**src/rtl/bus_pkg.sv**
```systemverilog
// Shared region map, FSM encoding and default wait states for the data-bus arbiter.
package bus_pkg;
  localparam logic [3:0] REG_ROM  = 4'h0;
  localparam logic [3:0] REG_RAM  = 4'h1;
  localparam logic [3:0] REG_UART = 4'h2;

  localparam int DEF_ROM_WAIT  = 0;
  localparam int DEF_RAM_WAIT  = 1;
  localparam int DEF_UART_WAIT = 3;

  typedef enum logic [1:0] {
    ST_IDLE   = 2'd0,
    ST_ACCESS = 2'd1,
    ST_RESP   = 2'd2
  } state_e;
endpackage

```
**src/rtl/dbus_arbiter_if.sv**
```systemverilog
// Two-master request/response bundle plus the system-bus side of the arbiter.
interface dbus_arbiter_if;
  logic        m0_req, m0_wen, m0_ready, m0_err;
  logic [31:0] m0_addr, m0_wdata, m0_rdata;
  logic        m1_req, m1_wen, m1_ready, m1_err;
  logic [31:0] m1_addr, m1_wdata, m1_rdata;
  logic [31:0] bus_addr, bus_wdata, bus_rdata;
  logic        bus_wen;
  logic        busy, gnt_id;

  modport slave (
    input  m0_req, m0_addr, m0_wdata, m0_wen,
    output m0_rdata, m0_ready, m0_err,
    input  m1_req, m1_addr, m1_wdata, m1_wen,
    output m1_rdata, m1_ready, m1_err,
    output bus_addr, bus_wdata, bus_wen,
    input  bus_rdata,
    output busy, gnt_id
  );

  modport master (
    output m0_req, m0_addr, m0_wdata, m0_wen,
    input  m0_rdata, m0_ready, m0_err,
    output m1_req, m1_addr, m1_wdata, m1_wen,
    input  m1_rdata, m1_ready, m1_err,
    input  bus_addr, bus_wdata, bus_wen,
    output bus_rdata,
    input  busy, gnt_id
  );
endinterface

```
**src/rtl/dbus_arbiter_rr_arb2.sv**
```systemverilog
// Combinational two-way request picker; prio breaks the tie when both request.
module rr_arb2 (
  input  logic [1:0] req,
  input  logic       prio,
  output logic       gnt_id,
  output logic       gnt_valid
);
  always_comb begin
    gnt_valid = |req;
    gnt_id    = (req == 2'b11) ? prio : req[1];
  end
endmodule

```
**src/rtl/dbus_arbiter.sv**
```systemverilog
// Round-robin arbiter sharing one wait-stated system bus between two masters.
module dbus_arbiter
  import bus_pkg::*;
#(
  parameter int ROM_WAIT  = DEF_ROM_WAIT,
  parameter int RAM_WAIT  = DEF_RAM_WAIT,
  parameter int UART_WAIT = DEF_UART_WAIT
) (
  input  logic           clk,
  input  logic           reset,
  dbus_arbiter_if.slave  dif
);
  state_e      state_q, state_d;
  logic        prio_q, prio_d, gnt_q, gnt_d;
  logic [3:0]  cnt_q, cnt_d;
  logic [31:0] addr_q, addr_d, wdata_q, wdata_d;
  logic        wen_q, wen_d, err_q, err_d;
  logic [31:0] rdata0_q, rdata0_d, rdata1_q, rdata1_d;
  logic        arb_id, arb_vld;
  logic [31:0] sel_addr;

  rr_arb2 u_arb (
    .req       ({dif.m1_req, dif.m0_req}),
    .prio      (prio_q),
    .gnt_id    (arb_id),
    .gnt_valid (arb_vld)
  );

  assign sel_addr = arb_id ? dif.m1_addr : dif.m0_addr;

  // {err, wait}: unmapped regions complete immediately and flag an error
  function automatic logic [4:0] decode(input logic [3:0] rgn);
    case (rgn)
      REG_ROM:  return {1'b0, 4'(ROM_WAIT)};
      REG_RAM:  return {1'b0, 4'(RAM_WAIT)};
      REG_UART: return {1'b0, 4'(UART_WAIT)};
      default:  return {1'b1, 4'd0};
    endcase
  endfunction

  always_ff @(posedge clk) begin
    if (reset) begin
      state_q  <= ST_IDLE;
      prio_q   <= 1'b0;
      gnt_q    <= 1'b0;
      cnt_q    <= 4'd0;
      addr_q   <= '0;
      wdata_q  <= '0;
      wen_q    <= 1'b0;
      err_q    <= 1'b0;
      rdata0_q <= '0;
      rdata1_q <= '0;
    end else begin
      state_q  <= state_d;
      prio_q   <= prio_d;
      gnt_q    <= gnt_d;
      cnt_q    <= cnt_d;
      addr_q   <= addr_d;
      wdata_q  <= wdata_d;
      wen_q    <= wen_d;
      err_q    <= err_d;
      rdata0_q <= rdata0_d;
      rdata1_q <= rdata1_d;
    end
  end

  always_comb begin
    state_d = state_q;
    case (state_q)
      ST_IDLE:   if (arb_vld) state_d = ST_ACCESS;
      ST_ACCESS: if (cnt_q == 4'd0) state_d = ST_RESP;
      ST_RESP:   state_d = ST_IDLE;
      default:   state_d = ST_IDLE;
    endcase
  end

  always_comb begin
    prio_d   = prio_q;
    gnt_d    = gnt_q;
    cnt_d    = cnt_q;
    addr_d   = addr_q;
    wdata_d  = wdata_q;
    wen_d    = wen_q;
    err_d    = err_q;
    rdata0_d = rdata0_q;
    rdata1_d = rdata1_q;
    case (state_q)
      ST_IDLE: if (arb_vld) begin
        gnt_d          = arb_id;
        addr_d         = sel_addr;
        wdata_d        = arb_id ? dif.m1_wdata : dif.m0_wdata;
        wen_d          = arb_id ? dif.m1_wen   : dif.m0_wen;
        {err_d, cnt_d} = decode(sel_addr[31:28]);
      end
      ST_ACCESS: begin
        if (cnt_q != 4'd0) cnt_d = cnt_q - 4'd1;
        else if (gnt_q)    rdata1_d = err_q ? 32'd0 : dif.bus_rdata;
        else               rdata0_d = err_q ? 32'd0 : dif.bus_rdata;
      end
      ST_RESP: prio_d = ~gnt_q;
      default: ;
    endcase
  end

  always_comb begin
    dif.busy      = (state_q != ST_IDLE);
    dif.gnt_id    = gnt_q;
    dif.bus_addr  = addr_q;
    dif.bus_wdata = wdata_q;
    dif.bus_wen   = (state_q == ST_ACCESS) && (cnt_q == 4'd0) && wen_q && !err_q;
    dif.m0_ready  = (state_q == ST_RESP) && !gnt_q;
    dif.m1_ready  = (state_q == ST_RESP) && gnt_q;
    dif.m0_err    = dif.m0_ready && err_q;
    dif.m1_err    = dif.m1_ready && err_q;
    dif.m0_rdata  = rdata0_q;
    dif.m1_rdata  = rdata1_q;
  end
endmodule

```
**src/flat_wrapper.sv**
```systemverilog
// flat-port wrapper written by rule: the top's interface ports become plain ports
module dbus_arbiter_flat import bus_pkg::*;
#(
  parameter int ROM_WAIT  = DEF_ROM_WAIT,
  parameter int RAM_WAIT  = DEF_RAM_WAIT,
  parameter int UART_WAIT = DEF_UART_WAIT
)
  (clk, reset, dif_m0_req, dif_m0_addr, dif_m0_wdata, dif_m0_wen, dif_m0_rdata, dif_m0_ready, dif_m0_err, dif_m1_req, dif_m1_addr, dif_m1_wdata, dif_m1_wen, dif_m1_rdata, dif_m1_ready, dif_m1_err, dif_bus_addr, dif_bus_wdata, dif_bus_wen, dif_bus_rdata, dif_busy, dif_gnt_id);
  dbus_arbiter_if dif_i ();
  input  logic clk;
  input  logic reset;
  input wire logic [$bits(dif_i.m0_req)-1:0] dif_m0_req;
  input wire logic [$bits(dif_i.m0_addr)-1:0] dif_m0_addr;
  input wire logic [$bits(dif_i.m0_wdata)-1:0] dif_m0_wdata;
  input wire logic [$bits(dif_i.m0_wen)-1:0] dif_m0_wen;
  output wire logic [$bits(dif_i.m0_rdata)-1:0] dif_m0_rdata;
  output wire logic [$bits(dif_i.m0_ready)-1:0] dif_m0_ready;
  output wire logic [$bits(dif_i.m0_err)-1:0] dif_m0_err;
  input wire logic [$bits(dif_i.m1_req)-1:0] dif_m1_req;
  input wire logic [$bits(dif_i.m1_addr)-1:0] dif_m1_addr;
  input wire logic [$bits(dif_i.m1_wdata)-1:0] dif_m1_wdata;
  input wire logic [$bits(dif_i.m1_wen)-1:0] dif_m1_wen;
  output wire logic [$bits(dif_i.m1_rdata)-1:0] dif_m1_rdata;
  output wire logic [$bits(dif_i.m1_ready)-1:0] dif_m1_ready;
  output wire logic [$bits(dif_i.m1_err)-1:0] dif_m1_err;
  output wire logic [$bits(dif_i.bus_addr)-1:0] dif_bus_addr;
  output wire logic [$bits(dif_i.bus_wdata)-1:0] dif_bus_wdata;
  output wire logic [$bits(dif_i.bus_wen)-1:0] dif_bus_wen;
  input wire logic [$bits(dif_i.bus_rdata)-1:0] dif_bus_rdata;
  output wire logic [$bits(dif_i.busy)-1:0] dif_busy;
  output wire logic [$bits(dif_i.gnt_id)-1:0] dif_gnt_id;
  assign dif_i.m0_req = dif_m0_req;
  assign dif_i.m0_addr = dif_m0_addr;
  assign dif_i.m0_wdata = dif_m0_wdata;
  assign dif_i.m0_wen = dif_m0_wen;
  assign dif_m0_rdata = dif_i.m0_rdata;
  assign dif_m0_ready = dif_i.m0_ready;
  assign dif_m0_err = dif_i.m0_err;
  assign dif_i.m1_req = dif_m1_req;
  assign dif_i.m1_addr = dif_m1_addr;
  assign dif_i.m1_wdata = dif_m1_wdata;
  assign dif_i.m1_wen = dif_m1_wen;
  assign dif_m1_rdata = dif_i.m1_rdata;
  assign dif_m1_ready = dif_i.m1_ready;
  assign dif_m1_err = dif_i.m1_err;
  assign dif_bus_addr = dif_i.bus_addr;
  assign dif_bus_wdata = dif_i.bus_wdata;
  assign dif_bus_wen = dif_i.bus_wen;
  assign dif_i.bus_rdata = dif_bus_rdata;
  assign dif_busy = dif_i.busy;
  assign dif_gnt_id = dif_i.gnt_id;
  dbus_arbiter #(.ROM_WAIT(ROM_WAIT), .RAM_WAIT(RAM_WAIT), .UART_WAIT(UART_WAIT)) u_core (.clk(clk), .reset(reset), .dif(dif_i));
endmodule
```
**config.mk**
```make
export PLATFORM = sky130hd
export DESIGN_NAME = dbus_arbiter_flat
export DESIGN_NICKNAME = d
export VERILOG_FILES = /design/src/rtl/bus_pkg.sv /design/src/rtl/dbus_arbiter_if.sv /design/src/rtl/dbus_arbiter_rr_arb2.sv /design/src/rtl/dbus_arbiter.sv /design/src/flat_wrapper.sv
export SDC_FILE = /design/constraint.sdc
export NUM_CORES = 1
export LEC_CHECK = 0
export CAP_MARGIN = 10
export CORE_MARGIN = 8
export CORE_UTILIZATION = 25
export CTS_BUF_LIST = sky130_fd_sc_hd__clkbuf_16
export CTS_CLUSTER_DIAMETER = 40
export DETAILED_ROUTE_END_ITERATION = 7
export HOLD_SLACK_MARGIN = 0.02
export PLACE_DENSITY_LB_ADDON = 0.25
export RECOVER_POWER = 25
export SLEW_MARGIN = 25
export SYNTH_ARGS = -nofsm -noshare
export SYNTH_HDL_FRONTEND = slang
export SYNTH_SLANG_ARGS = --single-unit
```
**constraint.sdc**
```tcl
create_clock -name clk -period 2.3 [get_ports clk]
set_input_delay 0.345 -clock clk [delete_from_list [all_inputs] [get_ports clk]]
set_output_delay 0.345 -clock clk [all_outputs]
set_load 0.01 [all_outputs]
```
==> summary.md <==
| Metric | Value |
|---|---|
| Routed WL per cell | `16.3 um` |
| # setup viols final | `0` |
| Nets@finish | `1196` |
| Final slew viol count | `0` |
| Syn Inst Count | `750` |
| Vert. Die Dim | `170 um` |
| First-pass GRT wire length | `34300 um` |
| Least-Margin Pin Slew | `975 ps` |
| F_max | `460 MHz` |
| Total GRT Usage | `15.1%` |
| Syn Nets | `918` |
| Dpl hpwl | `16100 um` |
| Most frequent cells in the layout | `clkdlybuf4s50_1 (289), nand2_1 (266), dfxtp_1 (137)` |
| Area contributors post-synth | `dfxtp_1 (47%), nand2_1 (17%), a311oi_1 (8.2%)` |
| Share of the synthesized area in the top cell type | `46.8%` |
| Post-synthesis cell area | `5910 um2` |
| Crit Reg-Reg Startpoint | `u_core.state_q[1]` |
| Initial antenna violation count | `0` |
| Worst reg-to-reg path cell count | `6` |
| Router iterations before antenna repair | `4` |
| Clock transition at the registers of the reported paths | `60 ps` |
| Synth cell types | `41` |
| CTS tree | `built` |
| ANT cells | `0` |
| # DRC | `0` |
| Core area | `23300 um2` |
| ANT nets after route | `0` |
| Status | `complete, no violations` |
| Clock latency on the worst-skew pair | `420 ps` |
| Rows | `56` |
| Max Cap Viol | `0` |
| Crit end category | `output pin` |
| Worst min-delay path endpoint | `u_core.state_q[0]` |
| Max IR drop VDD | `0.340 mV` |
| H-Tree Depth | `4` |
| Number of synthesized flops with an enable pin | `0` |
| R2R Path End | `u_core.dif.bus_addr[6]` |
| Synth area leader | `dfxtp_1` |
| Period utilization | `94.4%` |
| WHS Path Cells | `2` |
| Port bufs | `300` |
| DR vias/cell | `4.44` |
| Hold WS | `437 ps` |
| CP Launch Type | `flip-flop` |
| Largest net degree at the start of global routing | `83` |
| Seq cells post-synth | `138` |
| Num CTS Buffers | `17` |
| Vias in the first global route | `6172` |
| Fillcell total | `2415` |
| Layout cell share with drive strength beyond 1 | `7.20%` |
| Slew HR | `35.0%` |
| Setup Skew | `19.1 ps` |
| DR vias | `6039` |
| Sequential fraction of the synthesis area | `46.8%` |
| Ports | `301` |
| R2R Setup Slk | `310 ps` |
| Post-CTS setup buffer count | `0` |
| Hold Crit Class | `input pin to flip-flop` |
| Area Growth Syn to Fin | `65.4%` |
| Worst Slack Setup Final | `128 ps` |
| Syn_area_per_cell | `7.88 um2` |
| Routability cong. | `0.748` |
| Cts hold-fix bufs | `0` |
| Die width | `170 um` |
| Starting Density | `25.3%` |
| Hold Path Origin | `reset` |
| Critical path class | `flip-flop to output pin` |
| Initial DRC count | `284` |
| Final WL | `22200 um` |
| Critical Path RT | `1960 ps` |
| Total gr overflow | `0` |
| Setup TNS | `0 ps` |
| Unrepaired setup endpoints after global routing | `no` |
| Area of the multi-input gates | `2820 um2` |
| CTS Buffer Depth | `2` |
| Post-Place Worst Slack | `242 ps` |
| Final Hold Viols | `0` |
| DIE AREA | `28800 um2` |
| PD cells | `814 nW/um2` |
| Commonest non-fill, non-tap cell in the layout | `clkdlybuf4s50_1` |
| CTS root buffer | `clkbuf_16` |
| Synthesis Warnings | `0` |
| Arrival @ worst endpoint | `1830 ps` |
| Fin crit period | `2170 ps` |
| Top FF cell, synth | `dfxtp_1` |
| Clk sinks | `138` |
| Synth async-reset ratio | `0%` |
| Static leakage | `3.58 nW` |
| Sequential cell area | `2760 um2` |
| Crit-path max FO | `6` |
[what timing repair did]
action	in CTS	in global routing
endpoints found under the hold margin	0	0
setup endpoints to repair	3	2
gates resized for setup	3	5
cloned	0	0
pin swaps	0	0
[final cells by class]
cell class / instances / area share [%]
Inverter: 5 / 0.192
Timing Repair Buffer: 318 / 32.8
Clock inverter: 15 / 1.43
Multi-Input combinational cell: 548 / 28.8
Sequential cell: 138 / 28.3
Tap cell: 319 / 4.09
Clock buffer: 17 / 4.36
[Yosys cell counts (all sizes together), types with 2 or more instances]
master	number
nor3b	3
clkbuf	26
dfxtp	138
buf	33
nor2	74
o32ai	2
nor3	3
nor2b	28
xnor2	2
a211oi	3
nand2b	4
nand2	267
and2b	6
nand3	2
a21oi	71
and2	2
inv	5
ha	2
a311oi	65
[sequential cells by signal, summed over array words and instances, names as in the netlist]
name,cells
u_core.wen_q,1
u_core.dif.bus_wdata,32
u_core.dif.gnt_id,1
u_core.state_q,2
u_core.dif.m1_rdata,32
u_core.prio_q,1
u_core.dif.bus_addr,32
u_core.err_q,1
u_core.cnt_q,4
u_core.dif.m0_rdata,32
[per-layer routing]
layer / up-vias / GRT usage, % / share of wire, %
met3: 10 / 7.93 / 12
met2: 232 / 24.2 / 45
met5: - / 0 / 0
met1: 2715 / 17.5 / 42
li1: 3082 / - / -
met4: 0 / 3.58 / 0.76
[stage by stage]
| stage | std cells | power [mW] | area, um2 | util, % |
|---|---|---|---|---|
| detailed placement | 1328 | 5.40 | 9230 | 39.6 |
| floorplan | 750 | 4.16 | 5910 | - |
| global route | 1360 | 8.42 | 9770 | 41.9 |
| global placement | 1328 | 5.39 | 9230 | 39.6 |
| finish | 1360 | 7.95 | 9770 | 41.9 |
| CTS | 1360 | 8.12 | 9800 | 42.0 |
[logic make-up after synthesis]
kind of cell | count (synthesis) | synth area share, %
simple gates | 394 | 28.2
xor+xnor | 2 | 0.297
buf+inv | 64 | 5.74
mux | 1 | 0.169
compound gates | 149 | 18.4
flops | 138 | 46.8
fa+ha+maj | 2 | 0.424
[critical path, cell delays in order (launching register included)]
cell and delay, ps:
dfxtp_2 390, inv_1 110, nor2_2 200, and2_1 160, clkdlybuf4s50_1 550
[report_power, final]
group	internal, mW	switching [mW]	leakage, nW	total (mW)
clock	1.51	1.16	0.274	2.67
sequential	2.72	0.187	1.13	2.90
combinational	1.19	1.19	2.17	2.38
total	5.42	2.53	3.58	7.95
[worst max-delay path by stage]
stage / from / to / slack, ps / cells past startpoint
finish: u_core.dif.gnt_id / dif_m1_err / 130 / 4
global route: u_core.dif.gnt_id / dif_m1_err / 10 / 4
CTS: u_core.cnt_q[0] / dif_bus_wen / 20 / 6
detailed placement: u_core.cnt_q[0] / dif_bus_wen / 240 / 6
global placement: u_core.cnt_q[0] / dif_bus_wen / 250 / 6
floorplan: u_core.cnt_q[0] / dif_bus_wen / 660 / 5
Power figures use the tool's default switching activity.
==> variant 1, RTL diff (config.mk and constraints unchanged) <==
Take the reset off `wdata_q` and load it in a clocked block of its own.
--- a/src/rtl/dbus_arbiter.sv
+++ b/src/rtl/dbus_arbiter.sv
@@ -45,7 +45,6 @@
       gnt_q    <= 1'b0;
       cnt_q    <= 4'd0;
       addr_q   <= '0;
-      wdata_q  <= '0;
       wen_q    <= 1'b0;
       err_q    <= 1'b0;
       rdata0_q <= '0;
@@ -56,12 +55,15 @@
       gnt_q    <= gnt_d;
       cnt_q    <= cnt_d;
       addr_q   <= addr_d;
-      wdata_q  <= wdata_d;
       wen_q    <= wen_d;
       err_q    <= err_d;
       rdata0_q <= rdata0_d;
       rdata1_q <= rdata1_d;
     end
+  end
+
+  always_ff @(posedge clk) begin
+    wdata_q <= wdata_d;
   end
 
   always_comb begin
Check against the original RTL: not equivalent (Yosys sat finds a counterexample within 4 cycles, from zero or initial values and one cycle with reset high).
==> variant 1 against the unedited design <==
  * Clock skew shrank 0.0071 ns
  * Total power up 2.7%
  * Maximum frequency rose by 2.0%
  * Final area shrank 1.4%
  * Via count is 4.1% lower
  * Utilization grew 0.54 points
  * Die area fell by 1.6%
  * Sequential cell count stayed put
  * Area after synthesis is 1.7% lower
  * Wire length shrank 0.57%
  * Combinational power grew 3%
  * Setup slack improved by 0.043 ns
  * Sequential share of layout area rose by 3.7 points
  * Critical endpoint is now dif_m0_err
  * Highest routed layer unchanged
==> variant 1: results (changes against the unedited design) <==
[run_status]
outcome=finished clean

[clock_tree]
clkTransAtPathRegs_ns=0.06  ; about the same
cts_buffers=17  ; unchanged
post_cts_buffers=0  ; unchanged
cts_root_buf=clkbuf_16
cts_buffer_depth=2  ; unchanged
post_cts_resized=2  ; -1
clk-insertion-delay-late_ns=0.41
htree_num_levels=4  ; unchanged

[drt]
drt-wirelength-per-cell_um=17.16  ; +5.0%
dr.pass1.iters=4  ; unchanged
drt_iter0_drc=296  ; +4.2%
num_vias=5793  ; -4.1%

[synthesis]
synth_ff_type=dfxtp_1
synthDistinctLibCells=38  ; -7.3%
synthArstFlopShare=0  ; unchanged
yosysWarnings=0  ; unchanged
syn_nets=874  ; -4.8%
muxShareOfSynthArea=0.003449  ; +0.001754
synth_fa_ha_area_frac=0.004311  ; +0.00007488
synth-compound-area-share=0.1263  ; -0.05817
seq_area_frac_synth=0.5311  ; +0.06345
synth_common_cells=nand2_1, dfxtp_1, a21oi_1
synth.area.top_cells=dfxtp_1, nand2_1, edfxtp_1
synth_xor_area_frac=0.003018  ; +0.00005242
synth_edf_count=32  ; +32

[worst_setup_path]
crit_start=u_core.state_q[0]
reg2reg_setup_slack_ns=0.39  ; +0.08 ns
cp_max_fo=5  ; -1
regToRegStartpoint=u_core.cnt_q[0]
worst_path_dominant_cell_family=buffers and inverters
reg2regPathDepth=7  ; +1
slowest_stage=clkdlybuf4s50_1
max_stage_delay_ns=0.53  ; -0.02 ns
cp.arrival_ns=1.78  ; -0.05 ns
critical_path.endpoint=dif_m0_err
r2r-end=u_core.dif.m1_rdata[17]

[placed_design]
place_hpwl_mm=15.84  ; -1.7%
dpl_cell_area_um2=9096  ; -1.4%
pre_cts_slack_ns=0.2178  ; -0.02397 ns
gp_congestion=0.7597  ; +1.6%
io_buffers=300  ; unchanged

[layout]
final_nets=1158  ; -3.2%
drive_above_1_share=0.05190  ; -0.02015

[timing]
skew_ns=0.01199  ; -0.007078 ns
period_minus_slack_ns=2.129  ; -0.04263 ns
tightest_slew_ns=0.9044  ; -0.07065 ns

[global_routing]
antenna_found_initial=1  ; +1
grt_max_degree=84  ; +1.2%
grt_pass1_wl_mm=34.22  ; -0.36%
grt_use_total=0.1539  ; +0.002812

[power]
power.leakage_nw=3.618  ; +1.0%
switchingPower_mw=2.484  ; -1.9%
peakVddDrop_v=0.0003796  ; +11%

[min_path]
hold_path_class=flop to flop

## variant 1: cell types whose count changed in the layout (fill, tap and decap cells not counted), sizes merged, moves of 3 or more
cell and change:
edfxtp +32, a21oi -3, nor2 -32, clkdlybuf4s50 +8
nand2 +27, buf -5, dfxtp -32, a311oi -32
nor2b +5, o21ai +4, and2b -5, dlygate4sd3 -7
## variant 1: layer usage
metal  up-vias  GRT usage  routed length [µm]
met5         -          0                   0
met4         0    0.04464                 291
met3        17    0.04935                1510
met2       167     0.2684               11090
met1      2701     0.1774                9209
li1       2908          -                   -
## variant 1: cell type report
cell class | instances | area [µm²]
fillers | 2327 | 13080
flip-flops and latches | 138 | 3083
inverters | 6 | 22.52
clock buffers | 17 | 425.4
diodes | 1 | 2.502
repair buffers | 313 | 3133
well taps | 285 | 356.6
clock inverters | 14 | 132.6
multi-input cells | 514 | 2474
## variant 1: worst register-to-register path, cell delays in order, from the launching register on
cell	delay [ns]
dfxtp_1	0.32
inv_1	0.11
ha_1	0.19
or3b_4	0.44
nor3_4	0.12
buf_4	0.37
nand2_1	0.13
a21oi_1	0.15
## variant 1: how the worst min path moves through the flow
| stage | from | slack (ns) | cells after the start | end |
|---|---|---|---|---|
| after floorplan | u_core.cnt_q[3] | 0.46 | 2 | u_core.cnt_q[3] |
| after global placement | u_core.dif.m1_rdata[31] | 0.44 | 2 | u_core.dif.m1_rdata[31] |
| after detailed placement | u_core.dif.m1_rdata[10] | 0.45 | 2 | u_core.dif.m1_rdata[10] |
| after CTS | u_core.dif.m1_rdata[10] | 0.46 | 2 | u_core.dif.m1_rdata[10] |
| after global routing | u_core.dif.m0_rdata[27] | 0.47 | 2 | u_core.dif.m0_rdata[27] |
| final | u_core.dif.m0_rdata[7] | 0.45 | 2 | u_core.dif.m0_rdata[7] |
## variant 1: cell families (layout without fill, tap and decap cells)
kind of cell,after synthesis,after routing
and+or+nand+nor,394,394
DFF,138,138
AOI/OAI and AO/OA,114,114
buffers and inverters,54,350
adders and majority gates,2,2
xor gates and xnor gates,2,2
muxes,2,2
other,0,1
## variant 1: power by group through the flow
| stage | Clock, mW | Combinational, mW | Sequential [mW] |
|---|---|---|---|
| 4_1_cts | 2.74 | 2.50 | 3.07 |
| 3_3_place_gp | 0 | 2.47 | 3.10 |
| 6_report | 2.65 | 2.44 | 3.06 |
| 3_5_place_dp | 0 | 2.49 | 3.11 |
| 5_1_grt | 2.84 | 2.67 | 3.10 |
| 2_1_floorplan | 0 | 0.990 | 3.27 |
## variant 1: stage by stage
step	std cells	utilization
6_report	1288	0.4240
5_1_grt	1288	0.4240
4_1_cts	1287	0.4253
3_5_place_dp	1256	0.4006
3_3_place_gp	1256	0.4006
2_1_floorplan	706	-
==> variant 2, RTL diff (same settings) <==
Made on the original files. The 3 states of `state_e` get a one-hot encoding in 3 bits.
--- a/src/rtl/bus_pkg.sv
+++ b/src/rtl/bus_pkg.sv
@@ -8,10 +8,10 @@
   localparam int DEF_RAM_WAIT  = 1;
   localparam int DEF_UART_WAIT = 3;
 
-  typedef enum logic [1:0] {
-    ST_IDLE   = 2'd0,
-    ST_ACCESS = 2'd1,
-    ST_RESP   = 2'd2
+  typedef enum logic [2:0] {
+    ST_IDLE   = 3'b001,
+    ST_ACCESS = 3'b010,
+    ST_RESP   = 3'b100
   } state_e;
 endpackage
 
Check against the original RTL: same outputs for any inputs over 4 cycles, from zero or initial values and one cycle with reset high; so few cycles prove little.
==> variant 2 against the unedited design <==
  * Clock power grew 2%
  * Area after synthesis grew 2.3%
  * Setup slack lost 0.025 ns
  * Final area grew 2.9%
  * Total power shrank 9.7%
  * Wire length grew 0.96%
  * Sequential power shrank 6%
  * Sequential cell count grew 1
==> variant 2: results (changes against the unedited design) <==
[timing]
tightest_slew_ns=0.5068  ; -0.4682 ns
skew_ns=0.01480  ; -0.004272 ns

[worst_setup_path]
reg2reg_setup_slack_ns=0.27  ; -0.04 ns
reg2regPathDepth=5  ; -1
cp_max_fo=6  ; unchanged
r2r-end=u_core.dif.bus_wdata[5]
regToRegStartpoint=u_core.state_q[0]
cp.arrival_ns=1.85  ; +0.02 ns

[layout]
final_nets=1147  ; -4.1%
drive_above_1_share=0.08788  ; +0.01583
num-fill-cells=2483  ; +2.8%

[power]
power.leakage_nw=4.005  ; +12%
peakVddDrop_v=0.0003597  ; +5.7%

[min_path]
hold_start=reset
holdPathStages=2  ; unchanged
worstHoldEndpoint=u_core.err_q

[drt]
routed_wl_mm=22.44  ; +0.96%
drt-wirelength-per-cell_um=17.08  ; +4.5%
dr.pass1.iters=4  ; unchanged
drt_iter0_drc=263  ; -7.4%
via_per_inst=4.403  ; -0.84%

[global_routing]
grt_pass1_wl_mm=34.04  ; -0.86%
grt_use_total=0.1508  ; -0.0002481
grt_pass1_vias=5934  ; -3.9%
grt_max_degree=65  ; -22%
antenna_found_initial=3  ; +3

[placed_design]
pre_cts_slack_ns=0.1954  ; -0.04635 ns
gp_congestion=0.7485  ; +0.13%
post-place-cells=1284  ; -3.3%
place_hpwl_mm=16.87  ; +4.7%

[run_status]
outcome=finished clean

[clock_tree]
post_cts_buffers=0  ; unchanged
cts_buffer_depth=2  ; unchanged
htree_num_levels=4  ; unchanged
clkTransAtPathRegs_ns=0.06  ; about the same
cts_buffers=17  ; unchanged

[synthesis]
syn_nets=860  ; -6.3%
synthArstFlopShare=0  ; unchanged
yosysMostFrequentCell=dfxtp_1
synth.area.top_cells=dfxtp_1, mux2i_1, nand2_1
synthDistinctLibCells=40  ; -2.4%
seq_area_frac_synth=0.4606  ; -0.007147
synth_common_cells=dfxtp_1, nand2_1, nor2_1
netlist_instances=692  ; -7.7%
yosysWarnings=0  ; unchanged

[variant 2: worst max-delay path by stage]
stage / startpoint / end / slack (ns) / cells after the start
CTS: u_core.state_q[0] / dif_busy / 0.07 / 2
global route: u_core.cnt_q[0] / dif_bus_wen / 0.04 / 6
detailed placement: dif_m0_req / u_core.cnt_q[0] / 0.20 / 6
floorplan: u_core.cnt_q[0] / u_core.dif.m0_rdata[10] / 0.42 / 8
global placement: u_core.cnt_q[0] / dif_bus_wen / 0.23 / 6
finish: u_core.state_q[0] / dif_busy / 0.10 / 2
[variant 2: cell families after synthesis]
kind of cell | count (synthesis) | synth area share
xor gates and xnor gates | 2 | 0.002900
AOI/OAI and AO/OA | 148 | 0.1760
adders and majority gates | 2 | 0.004141
and+or+nand+nor | 278 | 0.2031
buffers and inverters | 61 | 0.05053
muxes | 62 | 0.1027
DFF | 139 | 0.4606
[variant 2: area by class of cell]
| cell class | instances | area [µm²] | area share |
|---|---|---|---|
| Tap cell | 324 | 405.4 | 0.04033 |
| Timing Repair Buffer | 325 | 3299 | 0.3283 |
| Sequential cell | 139 | 2783 | 0.2769 |
| Multi-Input combinational cell | 492 | 2979 | 0.2964 |
| Inverter | 4 | 15.01 | 0.001494 |
| Clock inverter | 13 | 143.9 | 0.01432 |
| Clock buffer | 17 | 425.4 | 0.04233 |
[variant 2: power breakdown]
part           internal [mW]  switching (mW)  leakage (nW)
combinational          0.905           0.807          2.59
sequential              2.62           0.114          1.14
clock                   1.60            1.14         0.274
[variant 2: worst max-delay path: stages, from the launching register on]
cell and delay (ns):
dfxtp_1 0.39, or3b_1 0.51, clkdlybuf4s50_1 0.54
[variant 2: stage by stage]
stage	instance area [µm²]	hold WS (ns)
2_1_floorplan	6042	0.4527
3_3_place_gp	9472	0.4418
3_5_place_dp	9472	0.4474
4_1_cts	10050	0.2253
5_1_grt	10050	0.2434
6_report	10050	0.2489
[variant 2: metal layers]
metal	global-route usage	up-vias	wire (µm)
met5	0	-	37
met4	0.04121	6	296
met3	0.09066	23	2903
met2	0.2372	214	10100
met1	0.1700	2599	9109
li1	-	2944	-
